[config.mk]
export PLATFORM = sky130hd
export DESIGN_NAME = cmd_uart_comm_flat
export DESIGN_NICKNAME = d
export VERILOG_FILES = /design/src/rtl/uart_pkg.sv /design/src/rtl/cmd_uart_comm_if.sv /design/src/rtl/uart_rx.sv /design/src/rtl/cmd_uart_comm.sv /design/src/flat_wrapper.sv
export SDC_FILE = /design/constraint.sdc
export NUM_CORES = 1
export LEC_CHECK = 0
export BUFFER_PORTS_ARGS = -buffer_cell sky130_fd_sc_hd__buf_2
export CAP_MARGIN = 20
export CORE_ASPECT_RATIO = 1.4
export CORE_MARGIN = 1
export CORE_UTILIZATION = 50
export CTS_BUF_LIST = sky130_fd_sc_hd__clkbuf_16
export CTS_CLUSTER_DIAMETER = 150
export DETAILED_ROUTE_END_ITERATION = 7
export PLACE_DENSITY = 0.69
export SKIP_CTS_REPAIR_TIMING = 1
export SLEW_MARGIN = 0
export SYNTH_ARGS = -nofsm -noshare
export SYNTH_HDL_FRONTEND = slang
export SYNTH_SLANG_ARGS = --single-unit
[constraint.sdc]
create_clock -name clk -period 4.7 [get_ports clk]
set_input_delay 0.705 -clock clk [delete_from_list [all_inputs] [get_ports clk]]
set_output_delay 0.705 -clock clk [all_outputs]
set_load 0.01 [all_outputs]
[src/rtl/uart_pkg.sv]
// Shared types and constants for the host UART endpoint.
package uart_pkg;

    typedef enum logic [1:0] {
        RX_IDLE,
        RX_START,
        RX_DATA,
        RX_STOP
    } rx_state_t;

    typedef enum logic [1:0] {
        TX_IDLE,
        TX_START,
        TX_DATA,
        TX_STOP
    } tx_state_t;

    localparam int unsigned CMD_BYTES = 3;
    localparam int unsigned DATA_BITS = 8;
    localparam logic        START_BIT = 1'b0;
    localparam logic        STOP_BIT  = 1'b1;
    localparam logic        LINE_IDLE = 1'b1;

endpackage

[src/rtl/cmd_uart_comm_if.sv]
// Command / response handshake between the UART endpoint and the core.
interface cmd_uart_comm_if;

    logic [23:0] cmd;
    logic        cmd_rdy;
    logic        clr_cmd_rdy;
    logic [7:0]  resp_data;
    logic        send_resp;
    logic        resp_sent;
    logic        tx_busy;

    // core side
    modport master (
        input  cmd, cmd_rdy, resp_sent, tx_busy,
        output clr_cmd_rdy, resp_data, send_resp
    );

    // UART endpoint side
    modport slave (
        output cmd, cmd_rdy, resp_sent, tx_busy,
        input  clr_cmd_rdy, resp_data, send_resp
    );

endinterface

[src/rtl/uart_rx.sv]
// 8N1 receiver: input synchronizer, mid-bit sampling FSM, byte/framing-error pulses.
module uart_rx
    import uart_pkg::*;
#(
    parameter int unsigned BAUD_DIV = 434
) (
    input  logic       clk,
    input  logic       rst,
    input  logic       rx,
    output logic [7:0] rx_data,
    output logic       rx_rdy,
    output logic       frm_err,
    output logic       rx_idle
);

    localparam int unsigned    CW   = $clog2(BAUD_DIV);
    localparam logic [CW-1:0]  FULL = CW'(BAUD_DIV - 1);
    localparam logic [CW-1:0]  HALF = CW'(BAUD_DIV / 2 - 1);

    logic [1:0]    sync;
    logic          rx_prev;
    logic          rx_s;
    rx_state_t     state, state_n;
    logic [CW-1:0] cnt, cnt_n;
    logic [2:0]    bit_idx, bit_n;
    logic [7:0]    shreg, shreg_n;

    assign rx_s    = sync[1];
    assign rx_data = shreg;
    assign rx_idle = (state == RX_IDLE);

    // two-flop synchronizer plus previous-value flop for falling-edge detection
    always_ff @(posedge clk or posedge rst) begin
        if (rst) begin
            sync    <= '1;
            rx_prev <= 1'b1;
        end else begin
            sync    <= {sync[0], rx};
            rx_prev <= rx_s;
        end
    end

    // receiver state register and baud/bit/shift datapath
    always_ff @(posedge clk or posedge rst) begin
        if (rst) begin
            state   <= RX_IDLE;
            cnt     <= '0;
            bit_idx <= '0;
            shreg   <= '0;
        end else begin
            state   <= state_n;
            cnt     <= cnt_n;
            bit_idx <= bit_n;
            shreg   <= shreg_n;
        end
    end

    // next-state logic; sampling happens when the baud counter hits its target
    always_comb begin
        state_n = state;
        cnt_n   = cnt + CW'(1);
        bit_n   = bit_idx;
        shreg_n = shreg;
        rx_rdy  = 1'b0;
        frm_err = 1'b0;
        case (state)
            RX_IDLE: begin
                cnt_n = '0;
                if (rx_prev && !rx_s) state_n = RX_START;
            end
            RX_START: begin
                if (cnt == HALF) begin
                    cnt_n   = '0;
                    bit_n   = '0;
                    state_n = rx_s ? RX_IDLE : RX_DATA;
                end
            end
            RX_DATA: begin
                if (cnt == FULL) begin
                    cnt_n   = '0;
                    shreg_n = {rx_s, shreg[7:1]};
                    if (bit_idx == 3'(DATA_BITS - 1)) state_n = RX_STOP;
                    else                              bit_n   = bit_idx + 3'd1;
                end
            end
            RX_STOP: begin
                if (cnt == FULL) begin
                    cnt_n   = '0;
                    state_n = RX_IDLE;
                    if (rx_s == STOP_BIT) rx_rdy  = 1'b1;
                    else                  frm_err = 1'b1;
                end
            end
            default: state_n = RX_IDLE;
        endcase
    end

endmodule

[src/rtl/cmd_uart_comm.sv]
// Host serial endpoint: assembles 3-byte commands from RX, sends single response bytes on TX.
module cmd_uart_comm
    import uart_pkg::*;
#(
    parameter int unsigned BAUD_DIV     = 434,
    parameter int unsigned BYTE_TIMEOUT = 65535
) (
    input  logic           clk,
    input  logic           rst,
    input  logic           RX,
    output logic           TX,
    cmd_uart_comm_if.slave host
);

    localparam int unsigned   CW   = $clog2(BAUD_DIV);
    localparam logic [CW-1:0] FULL = CW'(BAUD_DIV - 1);
    localparam int unsigned   TW   = $clog2(BYTE_TIMEOUT + 1);

    logic [7:0]    rx_data;
    logic          rx_rdy, frm_err, rx_idle;
    logic [1:0]    byte_cnt;
    logic [15:0]   hold;
    logic [TW-1:0] to_cnt;

    tx_state_t     tx_state, tx_state_n;
    logic [CW-1:0] tx_cnt, tx_cnt_n;
    logic [2:0]    tx_bit, tx_bit_n;
    logic [7:0]    tx_shreg, tx_shreg_n;
    logic          tx_n, busy_n, sent_n;

    uart_rx #(.BAUD_DIV(BAUD_DIV)) u_rx (
        .clk     (clk),
        .rst     (rst),
        .rx      (RX),
        .rx_data (rx_data),
        .rx_rdy  (rx_rdy),
        .frm_err (frm_err),
        .rx_idle (rx_idle)
    );

    // command assembly and inter-byte timeout; only the first two bytes need holding
    always_ff @(posedge clk or posedge rst) begin
        if (rst) begin
            byte_cnt     <= '0;
            hold         <= '0;
            to_cnt       <= '0;
            host.cmd     <= '0;
            host.cmd_rdy <= 1'b0;
        end else begin
            if (host.clr_cmd_rdy) host.cmd_rdy <= 1'b0;
            if (frm_err) begin
                byte_cnt <= '0;
                to_cnt   <= '0;
            end else if (rx_rdy) begin
                to_cnt <= '0;
                if (byte_cnt == 2'(CMD_BYTES - 1)) begin
                    host.cmd     <= {hold, rx_data};
                    host.cmd_rdy <= 1'b1;
                    byte_cnt     <= '0;
                end else begin
                    hold     <= {hold[7:0], rx_data};
                    byte_cnt <= byte_cnt + 2'd1;
                end
            end else if (byte_cnt != '0 && rx_idle) begin
                if (to_cnt == TW'(BYTE_TIMEOUT)) begin
                    byte_cnt <= '0;
                    to_cnt   <= '0;
                end else begin
                    to_cnt <= to_cnt + TW'(1);
                end
            end else begin
                to_cnt <= '0;
            end
        end
    end

    // transmitter state register and registered line/status outputs
    always_ff @(posedge clk or posedge rst) begin
        if (rst) begin
            tx_state       <= TX_IDLE;
            tx_cnt         <= '0;
            tx_bit         <= '0;
            tx_shreg       <= '0;
            TX             <= LINE_IDLE;
            host.tx_busy   <= 1'b0;
            host.resp_sent <= 1'b0;
        end else begin
            tx_state       <= tx_state_n;
            tx_cnt         <= tx_cnt_n;
            tx_bit         <= tx_bit_n;
            tx_shreg       <= tx_shreg_n;
            TX             <= tx_n;
            host.tx_busy   <= busy_n;
            host.resp_sent <= sent_n;
        end
    end

    // transmitter next-state and next-output logic
    always_comb begin
        tx_state_n = tx_state;
        tx_cnt_n   = tx_cnt + CW'(1);
        tx_bit_n   = tx_bit;
        tx_shreg_n = tx_shreg;
        tx_n       = TX;
        busy_n     = host.tx_busy;
        sent_n     = 1'b0;
        case (tx_state)
            TX_IDLE: begin
                tx_cnt_n = '0;
                tx_n     = LINE_IDLE;
                busy_n   = 1'b0;
                // a request seen during the resp_sent cycle is still treated as busy
                if (host.send_resp && !host.resp_sent) begin
                    tx_state_n = TX_START;
                    tx_shreg_n = host.resp_data;
                    tx_n       = START_BIT;
                    busy_n     = 1'b1;
                end
            end
            TX_START: begin
                if (tx_cnt == FULL) begin
                    tx_cnt_n   = '0;
                    tx_bit_n   = '0;
                    tx_state_n = TX_DATA;
                    tx_n       = tx_shreg[0];
                end
            end
            TX_DATA: begin
                if (tx_cnt == FULL) begin
                    tx_cnt_n   = '0;
                    tx_shreg_n = tx_shreg >> 1;
                    if (tx_bit == 3'(DATA_BITS - 1)) begin
                        tx_state_n = TX_STOP;
                        tx_n       = STOP_BIT;
                    end else begin
                        tx_bit_n = tx_bit + 3'd1;
                        tx_n     = tx_shreg[1];
                    end
                end
            end
            TX_STOP: begin
                if (tx_cnt == FULL) begin
                    tx_cnt_n   = '0;
                    tx_state_n = TX_IDLE;
                    busy_n     = 1'b0;
                    sent_n     = 1'b1;
                end
            end
            default: tx_state_n = TX_IDLE;
        endcase
    end

endmodule

[src/flat_wrapper.sv]
// flat-port wrapper written by rule: the top's interface ports become plain ports
module cmd_uart_comm_flat import uart_pkg::*;
#(
    parameter int unsigned BAUD_DIV     = 434,
    parameter int unsigned BYTE_TIMEOUT = 65535
)
  (clk, rst, RX, TX, host_cmd, host_cmd_rdy, host_resp_sent, host_tx_busy, host_clr_cmd_rdy, host_resp_data, host_send_resp);
  cmd_uart_comm_if host_i ();
  input  logic clk;
  input  logic rst;
  input  logic RX;
  output logic TX;
  output wire logic [$bits(host_i.cmd)-1:0] host_cmd;
  output wire logic [$bits(host_i.cmd_rdy)-1:0] host_cmd_rdy;
  output wire logic [$bits(host_i.resp_sent)-1:0] host_resp_sent;
  output wire logic [$bits(host_i.tx_busy)-1:0] host_tx_busy;
  input wire logic [$bits(host_i.clr_cmd_rdy)-1:0] host_clr_cmd_rdy;
  input wire logic [$bits(host_i.resp_data)-1:0] host_resp_data;
  input wire logic [$bits(host_i.send_resp)-1:0] host_send_resp;
  assign host_cmd = host_i.cmd;
  assign host_cmd_rdy = host_i.cmd_rdy;
  assign host_resp_sent = host_i.resp_sent;
  assign host_tx_busy = host_i.tx_busy;
  assign host_i.clr_cmd_rdy = host_clr_cmd_rdy;
  assign host_i.resp_data = host_resp_data;
  assign host_i.send_resp = host_send_resp;
  cmd_uart_comm #(.BAUD_DIV(BAUD_DIV), .BYTE_TIMEOUT(BYTE_TIMEOUT)) u_core (.clk(clk), .rst(rst), .RX(RX), .TX(TX), .host(host_i));
endmodule
# After elaboration in Yosys (flattened, before gate mapping)
# Index checks and enable logic that the tools add are counted.
# totals
inputBits	13
out_inout_bits	28
wordCells	137
register_bits	109
# classes
n_eq_ne	25
addsub	6
n_mux	58
bitwise_logic	2
reduce_logical	28
# ops
operator	n
$mux W16	4
$mux W2	16
$mux W9	3
$pmux W9 S3	1
$add A9 B1 Y9 const B	2
$eq A9 B9 Y1 const B	2
$mux W1	18
$mux W3	6
$pmux W9 S2	1
$add A16 B1 Y16 const B	1
$eq A16 B16 Y1 const B	1
$mux W8	2
$pmux W2 S4	2
$pmux W8 S2	1
$ne A2 B2 Y1 const B	7
$pmux W3 S2	2
$reduce_and A3 Y1	4
$eq A2 B2 Y1 const B	5
$ne A2 B1 Y1 const B	5
$reduce_and A5 Y1	2
$reduce_bool A2 Y1	5
$eq A9 B8 Y1 const B	1
$reduce_bool A3 Y1	3
$reduce_and A4 Y1	2
other kinds (13)	23

# Longest topological paths before layout
# Gate-level depths: netlist (run 1).
# logic_depth
depth_word	5
depth_mapped	7
ltp_nobuf	6

# Modules after synthesis
# A second synthesis (run 1) with hierarchy kept.
# unflattened
cells_unflattened	421
hier_area_um2	5029.8
# by_module_without_submodules
mod	n_inst	seq_area_each_um2	cells_each	area_each_um2
cmd_uart_comm	1	2103.3	313	3839.9
uart_rx	1	629.4	108	1189.9

# Worst setup path before layout (run 1)
# Ideal clock, no wire load.
# synth_timing
path_kind	reg-to-reg
startpoint	reg u_core.u_rx.cnt[1]
endpoint	reg u_core.host.cmd[10]
arrival_time_ps	1826
n_path_buf	1
path_slack_ps	2746
stages_incl_launch_ff	8
period_less_slack_ps	1954
t_required_ps	4572
setup_time_ps	128
path_cell_list	dfrtp_1 -> inv_1 -> ha_1 -> and4bb_2 -> nand2_1 -> nor3_4 -> buf_4 -> mux2_1
# synth_via
elab_chain_cells	5
elab_cells_between_ends	7
classes_between	eq/ne (1); mux (4); bitwise (1); reduce/logical (1)
# synth_lines
item	line	text
from (decl)	uart_rx.sv:24	logic [CW-1:0] cnt, cnt_n;
from (signal assigned)	uart_rx.sv:52	cnt <= cnt_n;
$eq A9 B9 Y1 (*)	uart_rx.sv:87	if (cnt == FULL) begin
$mux W1	uart_rx.sv:87	
$mux W1	uart_rx.sv:66	case (state)
$not A1 Y1 (no source line)	--	
$reduce_and A3 Y1 (no source line) (*)	--	
to (signal assigned)	cmd_uart_comm.sv:57	host.cmd <= {hold, rx_data};
to (decl)	cmd_uart_comm_if.sv:20	output cmd, cmd_rdy, resp_sent, tx_busy,
# Mark *: on every way between the ends. The rest lies on a longest branch, timed or not.
# A chain may end at the register's enable or synchronous reset.

# Final worst setup path (run 1)
# layout_timing
startpoint	reg u_core.u_rx.cnt[1]
endpoint	reg u_core.host.cmd[22]
# Same word-level chain as after synthesis.

==> run summary, run 1 <==
Run status: completed
Chip height: 119.2 microns
Area of the multi-input gates: 2064 sq um
Yosys Warn Count: 0
WL/cell: 14.12 microns
Grt total ovfl: 0
Switching power: 0.6465 mW
Power Dens Cells: 402.5 nW/um^2
Ys flop type: dfrtp_1
Die W: 85.70 microns
CTS H-tree lvls: 3
RR Endpoint: u_core.host.cmd[22]$_DFFE_PP0P_
Initial core utilization: 0.5155
Clock root buffer: clkbuf_16
Hpwl dp: 5718 microns
CTS Sinks: 109
Initial antenna violation count: 0
Async SR Flop Fraction: 1.000
Power after layout: 2.225 mW
Placed Instances: 570
Vias per cell: 5.365
Synthesized area: 4903 sq um
Antenna diodes: 0
Crit path to: u_core.host.cmd[22]$_DFFE_PP0P_
Rows: 42
Slew Limit Fails: 0
Worst-Skew Late Latency: 350 ps
CP max FO: 14
Setup tns final: 0 ps
FF-to-FF Start: u_core.u_rx.cnt[1]$_DFF_PP0_
Drt drc: 0
Global-route wire length before repair: 14830 microns
Syn Nets: 432
Clk_skew: 8.804 ps
Worst hold-check path type: flop to flop
Clock transition at path regs: 70 ps
Max_slew headroom: 0.4360
RSZ-0062 raised after global routing: false
Hold slack: 362.7 ps
Data arrival, critical path: 2580 ps
Layout cells sized above 1: 0.2599
Fin cells: 586
GP Congestion: 0.8628
Area growth syn-to-layout: 12.73%
Maxcap violations: 0
Total wire length: 8274 microns
Post-route ant nets: 0
FF+latch count, synth: 109
Number of global-route vias before repair: 3223
CTS buffer count: 9
Peak Freq: 427.6 MHz
Max VDD drop: 266.5 uV
I/O Pins: 41
Post-synth EDFFs: 0
Initial DRC count: 90
Final net count: 477
Cells after Synth: 404
Number of port buffers: 40
Fin crit share: 0.4976
Tmin final: 2339 ps
Synthesized area per cell: 12.14 sq um
Maximum clock insertion buffer count: 2
Largest net degree at the start of global routing: 44
LEAKAGE: 2.630 nW
CTS tree: yes
Setup crit start kind: flop
Logic pwr share: 0.180
Net Sw Frac: 0.2905
FF-to-FF setup slack: 2360 ps
Register Area: 2733 sq um
Worst Setup SP: u_core.u_rx.cnt[1]$_DFF_PP0_
Setup CP Type: flop to flop
Iteration count of the initial detailed-routing pass: 4
Clock power share: 0.324
Power Internal: 1.579 mW
Sequential share of the synthesized area: 0.5573
Die ar.: 10210 sq um
Crit. End Element: flop
Sequential power share: 0.496
Core area: 9512 sq um
Routed vias: 3144
Total GRT Usage: 0.1854
Setup Viol. Count Final: 0
Filler cell count: 785
Cell depth of the worst flop-to-flop path: 7
Tightest Pin Transition: 844.1 ps
Netlist cell types: 53
Final hold viol count: 0
WP data required: 4940 ps
-- power groups by stage --
stage | registers, mW | logic [mW] | clock network [mW]
2_1_floorplan | 1.09 | 0.330 | 0
3_3_place_gp | 1.12 | 0.392 | 0
3_5_place_dp | 1.12 | 0.403 | 0
4_1_cts | 1.10 | 0.404 | 0.743
5_1_grt | 1.12 | 0.456 | 0.783
6_report | 1.10 | 0.401 | 0.721
-- through the flow --
stage / util / cell area, sq um / worst slack, ps
detailed placement: 0.5517 / 5248 / 2338
finish: 0.5812 / 5528 / 2361
CTS: 0.5812 / 5528 / 2333
floorplan: - / 4903 / 1128
global route: 0.5812 / 5528 / 2191
global placement: 0.5501 / 5233 / 2164
-- layer usage --
layer | share of wire | track usage | up-vias | routed length, microns
li1 | - | - | 1530 | -
met1 | 0.45 | 0.2318 | 1548 | 3759
met2 | 0.50 | 0.3020 | 55 | 4114
met3 | 0.034 | 0.05475 | 11 | 281
met4 | 0.014 | 0.07083 | 0 | 119
met5 | 0 | 0 | - | 0
-- cell usage in the layout, fill, tap and decap left out, drive strengths merged, types with 3 or more instances in the layout --
cell type,Yosys,routed
nor3,9,9
nand2b,10,10
mux2,51,51
xor2,10,10
nor2,45,45
o221a,7,7
inv,14,20
and3,4,4
xnor2,18,18
clkbuf,4,9
nand2,16,16
nor4,6,6
a31oi,4,4
ha,15,15
dfrtp,105,105
nand3,14,14
or3,3,3
nand4,11,11
buf,5,43
o21ai,8,8
dfstp,4,4
a21oi,4,4
nor2b,5,5
a22o,7,7
-- worst min-delay path by stage --
stage / startpoint / to / slack (ps) / cells after the start
6_report: u_core.u_rx.sync[0]$_DFF_PP1_ / u_core.u_rx.sync[1]$_DFF_PP1_ / 360 / 0
4_1_cts: u_core.u_rx.sync[0]$_DFF_PP1_ / u_core.u_rx.sync[1]$_DFF_PP1_ / 360 / 0
3_5_place_dp: u_core.u_rx.sync[0]$_DFF_PP1_ / u_core.u_rx.sync[1]$_DFF_PP1_ / 360 / 0
3_3_place_gp: u_core.u_rx.sync[0]$_DFF_PP1_ / u_core.u_rx.sync[1]$_DFF_PP1_ / 350 / 0
2_1_floorplan: u_core.u_rx.sync[0]$_DFF_PP1_ / u_core.u_rx.sync[1]$_DFF_PP1_ / 350 / 0
5_1_grt: u_core.u_rx.sync[0]$_DFF_PP1_ / u_core.u_rx.sync[1]$_DFF_PP1_ / 360 / 0
-- synth_stat cells, drive strengths merged, types with 2 or more instances --
| cell | instances | share of area |
|---|---|---|
| nand3 | 14 | 0.014 |
| o221a | 7 | 0.016 |
| nor2b | 5 | 0.0064 |
| mux2 | 51 | 0.12 |
| o22ai | 2 | 0.0026 |
| xor2 | 10 | 0.018 |
| a31oi | 4 | 0.0051 |
| or3 | 3 | 0.0038 |
| nor3b | 2 | 0.0031 |
| ha | 15 | 0.038 |
| a21oi | 4 | 0.0041 |
| nor4 | 6 | 0.0077 |
| nor3 | 9 | 0.013 |
| nand4bb | 2 | 0.0046 |
| and3 | 4 | 0.0051 |
| nand4b | 2 | 0.0036 |
| dfstp | 4 | 0.021 |
| xnor2 | 18 | 0.032 |
| or4b | 2 | 0.0041 |
| dfrtp | 105 | 0.54 |
| nand2 | 16 | 0.012 |
| nand2b | 10 | 0.013 |
| buf | 5 | 0.0079 |
| nand4 | 11 | 0.015 |
| inv | 14 | 0.011 |
| o21ai | 8 | 0.0082 |
| nor2 | 45 | 0.036 |
| a22o | 7 | 0.013 |
| clkbuf | 4 | 0.0031 |
-- critical path: stages, from the launching register on --
cell and delay [ps]:
dfrtp_1 400, inv_1 80, ha_1 170, and4bb_2 290, nand2_1 130, nor3_4 570, buf_8 240, mux2_2 340
-- cell type report --
class                           count  area share
Multi-Input combinational cell    272      0.3735
Clock buffer                        9     0.04074
Clock inverter                      7    0.009959
Tap cell                          132     0.02988
Inverter                           14    0.009959
Timing Repair Buffer               43     0.04165
Sequential cell                   109      0.4943
-- logic make-up (layout without fill, tap and decap cells) --
kind of cell / Yosys count / after routing / synth area share
xor+xnor: 28 / 28 / 0.05001
buf+inv: 23 / 73 / 0.02169
fa+ha+maj: 15 / 15 / 0.03828
compound gates: 41 / 41 / 0.06328
mux: 52 / 52 / 0.1192
flops: 109 / 109 / 0.5573
simple gates: 136 / 136 / 0.1503
-- registers in the layout (all words and copies together), names as in the netlist, 8 cells and up, named ones only --
name                 flops
u_core.u_rx.rx_data      8
u_core.tx_cnt            9
u_core.u_rx.cnt          9
u_core.hold             16
u_core.tx_shreg          8
u_core.to_cnt           16
u_core.host.cmd         24
(Power assumes the default switching activity.)
==> run 2, diff against run 1 <==
ABC_AREA = 1   (was not set)
PLACE_DENSITY = 0.71   (was 0.69)
clock period = 1.9 ns   (was 4.7 ns; I/O delays follow)
==> run summary, run 2 <==
Area growth syn-to-layout: 14.22%
Hold slack: 27.07 ps (-335.7 ps)
Commonest non-fill, non-tap cells in the layout: nand2_1 (135), dfrtp_1 (105), inv_1 (66), nor2_1 (47), o21ai_0 (41)
Worst hold-check path type: input pin to flop
Crit. End Element: flop
Synthesized area per cell: 9.134 sq um (-25%)
Initial antenna violation count: 0 (unchanged)
Core area: 9564 sq um (+0.55%)
Peak Freq: 585.2 MHz (+37%)
Synthesized area: 4987 sq um (+1.7%)
Cells after Synth: 546 (+35%)
Run status: completed
Syn Nets: 574 (+33%)
Maximum clock insertion buffer count: 2 (unchanged)
Total GRT Usage: 0.1881 (+0.002702)
Grt total ovfl: 0 (unchanged)
Setup CP Type: flop to flop
Fin crit share: 0.8993 (+0.4017)
Layout cells sized above 1: 0.1628 (-0.09712)
Number of global-route vias before repair: 3647 (+13%)
LEAKAGE: 2.712 nW (+3.1%)
Clock transition at path regs: 70 ps (about the same)
Clock root buffer: clkbuf_16
Vias per cell: 5.005 (-6.7%)
Max_slew headroom: 0.7206 (+0.2845)
Tightest Pin Transition: 419.2 ps (-425.0 ps)
CP max FO: 26 (+12)
Final net count: 625 (+31%)
Chip height: 120.2 microns (+0.83%)
Netlist cell types: 42 (-21%)
Antenna diodes: 0 (unchanged)
Most flops, register: u_core.host.cmd
Filler cell count: 819 (+4.3%)
Clk_skew: 7.529 ps (-1.275 ps)
Async SR Flop Fraction: 1.000 (unchanged)
CTS buffer count: 9 (unchanged)
Post-route ant nets: 0 (unchanged)
GP Congestion: 0.8671 (+0.50%)
Largest net degree at the start of global routing: 80 (+82%)
RSZ-0062 raised after global routing: false
I/O Pins: 41 (unchanged)
Tmin final: 1709 ps (-629.9 ps)
Hpwl dp: 6216 microns (+8.7%)
Rows: 42 (unchanged)
Placed Instances: 717 (+26%)
Worst-Skew Late Latency: 350 ps (about the same)
Top-count cell post-synth: nand2_1
CTS Sinks: 109 (unchanged)
Post-synth EDFFs: 0 (unchanged)
FF+latch count, synth: 109 (unchanged)
Power Dens Cells: 1077 nW/um^2 (+170%)
Yosys Warn Count: 0 (unchanged)
Largest regs: u_core.host.cmd (24), u_core.hold (16), u_core.to_cnt (16)
Maxcap violations: 0 (unchanged)
Total wire length: 8794 microns (+6.3%)
Slew Limit Fails: 0 (unchanged)
Global-route wire length before repair: 15460 microns (+4.2%)
Sequential share of the synthesized area: 0.5479 (-0.009367)
Final hold viol count: 0 (unchanged)
Routed vias: 3674 (+17%)
Fin cells: 734 (+25%)
Drt drc: 0 (unchanged)
Largest register FFs: 24 (unchanged)
WP data required: 2130 ps (-2810 ps)
WL/cell: 11.98 microns (-15%)
Die ar.: 10380 sq um (+1.7%)
Setup Viol. Count Final: 0 (unchanged)
Commonest cells in the netlist: nand2_1 (135), dfrtp_1 (105), inv_1 (67)
Initial core utilization: 0.5215 (+0.005932)
Max VDD drop: 765.2 uV (+190%)
Number of port buffers: 40 (unchanged)
Die W: 86.41 microns (+0.83%)
Iteration count of the initial detailed-routing pass: 4 (unchanged)
Setup crit start kind: flop
Power after layout: 6.135 mW (+180%)
Data arrival, critical path: 1940 ps (-640 ps)
CTS tree: yes
CTS H-tree lvls: 3 (unchanged)
Setup tns final: 0 ps (unchanged)
Initial DRC count: 219 (+140%)
Yosys top cell by area: dfrtp_1
Most common cell after layout, fill and taps aside: nand2_1
Ys flop type: dfrtp_1
Synth area leaders: dfrtp_1 (53%), nand2_1 (10%), inv_1 (5.0%)
Yosys top cell area share: 0.5268 (-0.009007)
## run 2: cell types whose count changed in the layout (fill, tap and decap cells not counted), moves of 7 or more
cell	delta
a21oi_1	+8
a22o_1	-7
buf_4	+7
inv_1	+52
mux2_1	-11
mux2_2	-40
nand2_1	+119
nand2b_1	-10
o21ai_0	+34
o21ai_1	+16
o21ai_2	+13
o221a_2	-7
xnor2_1	-13
## run 2: path summary, 6_finish.rpt
check                                              start                               to  slack [ps]  depth (start not counted)
max                         u_core.u_rx.cnt[1]$_DFF_PP0_  u_core.host.cmd[13]$_DFFE_PP0P_         190                         10
min                                                   RX    u_core.u_rx.sync[0]$_DFF_PP1_          30                          1
max reg2reg                 u_core.u_rx.cnt[1]$_DFF_PP0_  u_core.host.cmd[13]$_DFFE_PP0P_         190                         10
min reg2reg                u_core.u_rx.sync[0]$_DFF_PP1_    u_core.u_rx.sync[1]$_DFF_PP1_         360                          0
max in group asynchronous                            rst    u_core.u_rx.sync[1]$_DFF_PP1_        1480                          3
min in group asynchronous                            rst  u_core.host.cmd[14]$_DFFE_PP0P_          40                          3
## run 2: cell type report
cell class	instances	area [sq um]	share of cell area
Multi-Input combinational cell	360	1951	0.3424
Timing Repair Buffer	50	287.8	0.05052
Inverter	67	255.2	0.04481
Clock buffer	9	225.2	0.03953
Sequential cell	109	2733	0.4797
Clock inverter	7	80.08	0.01406
Tap cell	132	165.2	0.02899
## run 2: per-stage QoR
step                  util  cell area [sq um]  worst slack, ps
finish              0.5956               5697            191.3
CTS                 0.5935               5677            97.97
global placement    0.5616               5371            263.9
detailed placement  0.5616               5371            174.9
floorplan                -               4991            302.8
global route        0.5956               5697            3.770
## run 2: critical path: stages (launching register included)
cell     delay, ps
dfrtp_1        400
inv_1           90
ha_1           140
nand2_1         60
nor2_2         160
nand2_4        110
nor2_8         170
nand3_4         80
buf_4          220
nand2_1         80
o21ai_0         70
## run 2: report_power, final
group / total (mW) / internal (mW) / switching (mW)
combinational: 1.46 / 0.544 / 0.915
clock: 1.91 / 1.04 / 0.867
sequential: 2.77 / 2.57 / 0.199
total: 6.13 / 4.15 / 1.98
## run 2: layer usage
metal | vias up | part of all wire | track usage
li1 | 1848 | - | -
met1 | 1758 | 0.43 | 0.2183
met2 | 53 | 0.52 | 0.3323
met3 | 15 | 0.027 | 0.03003
met4 | 0 | 0.022 | 0.09479
met5 | - | 0 | 0
## run 2: kinds of logic (layout without fill, tap and decap cells)
family | after synthesis | count (layout) | share of synthesized area
compound gates | 93 | 93 | 0.1091
xor+xnor | 10 | 10 | 0.01756
fa+ha+maj | 15 | 15 | 0.03763
buf+inv | 78 | 133 | 0.06498
flops | 109 | 109 | 0.5479
mux | 6 | 6 | 0.01204
simple gates | 235 | 236 | 0.2107
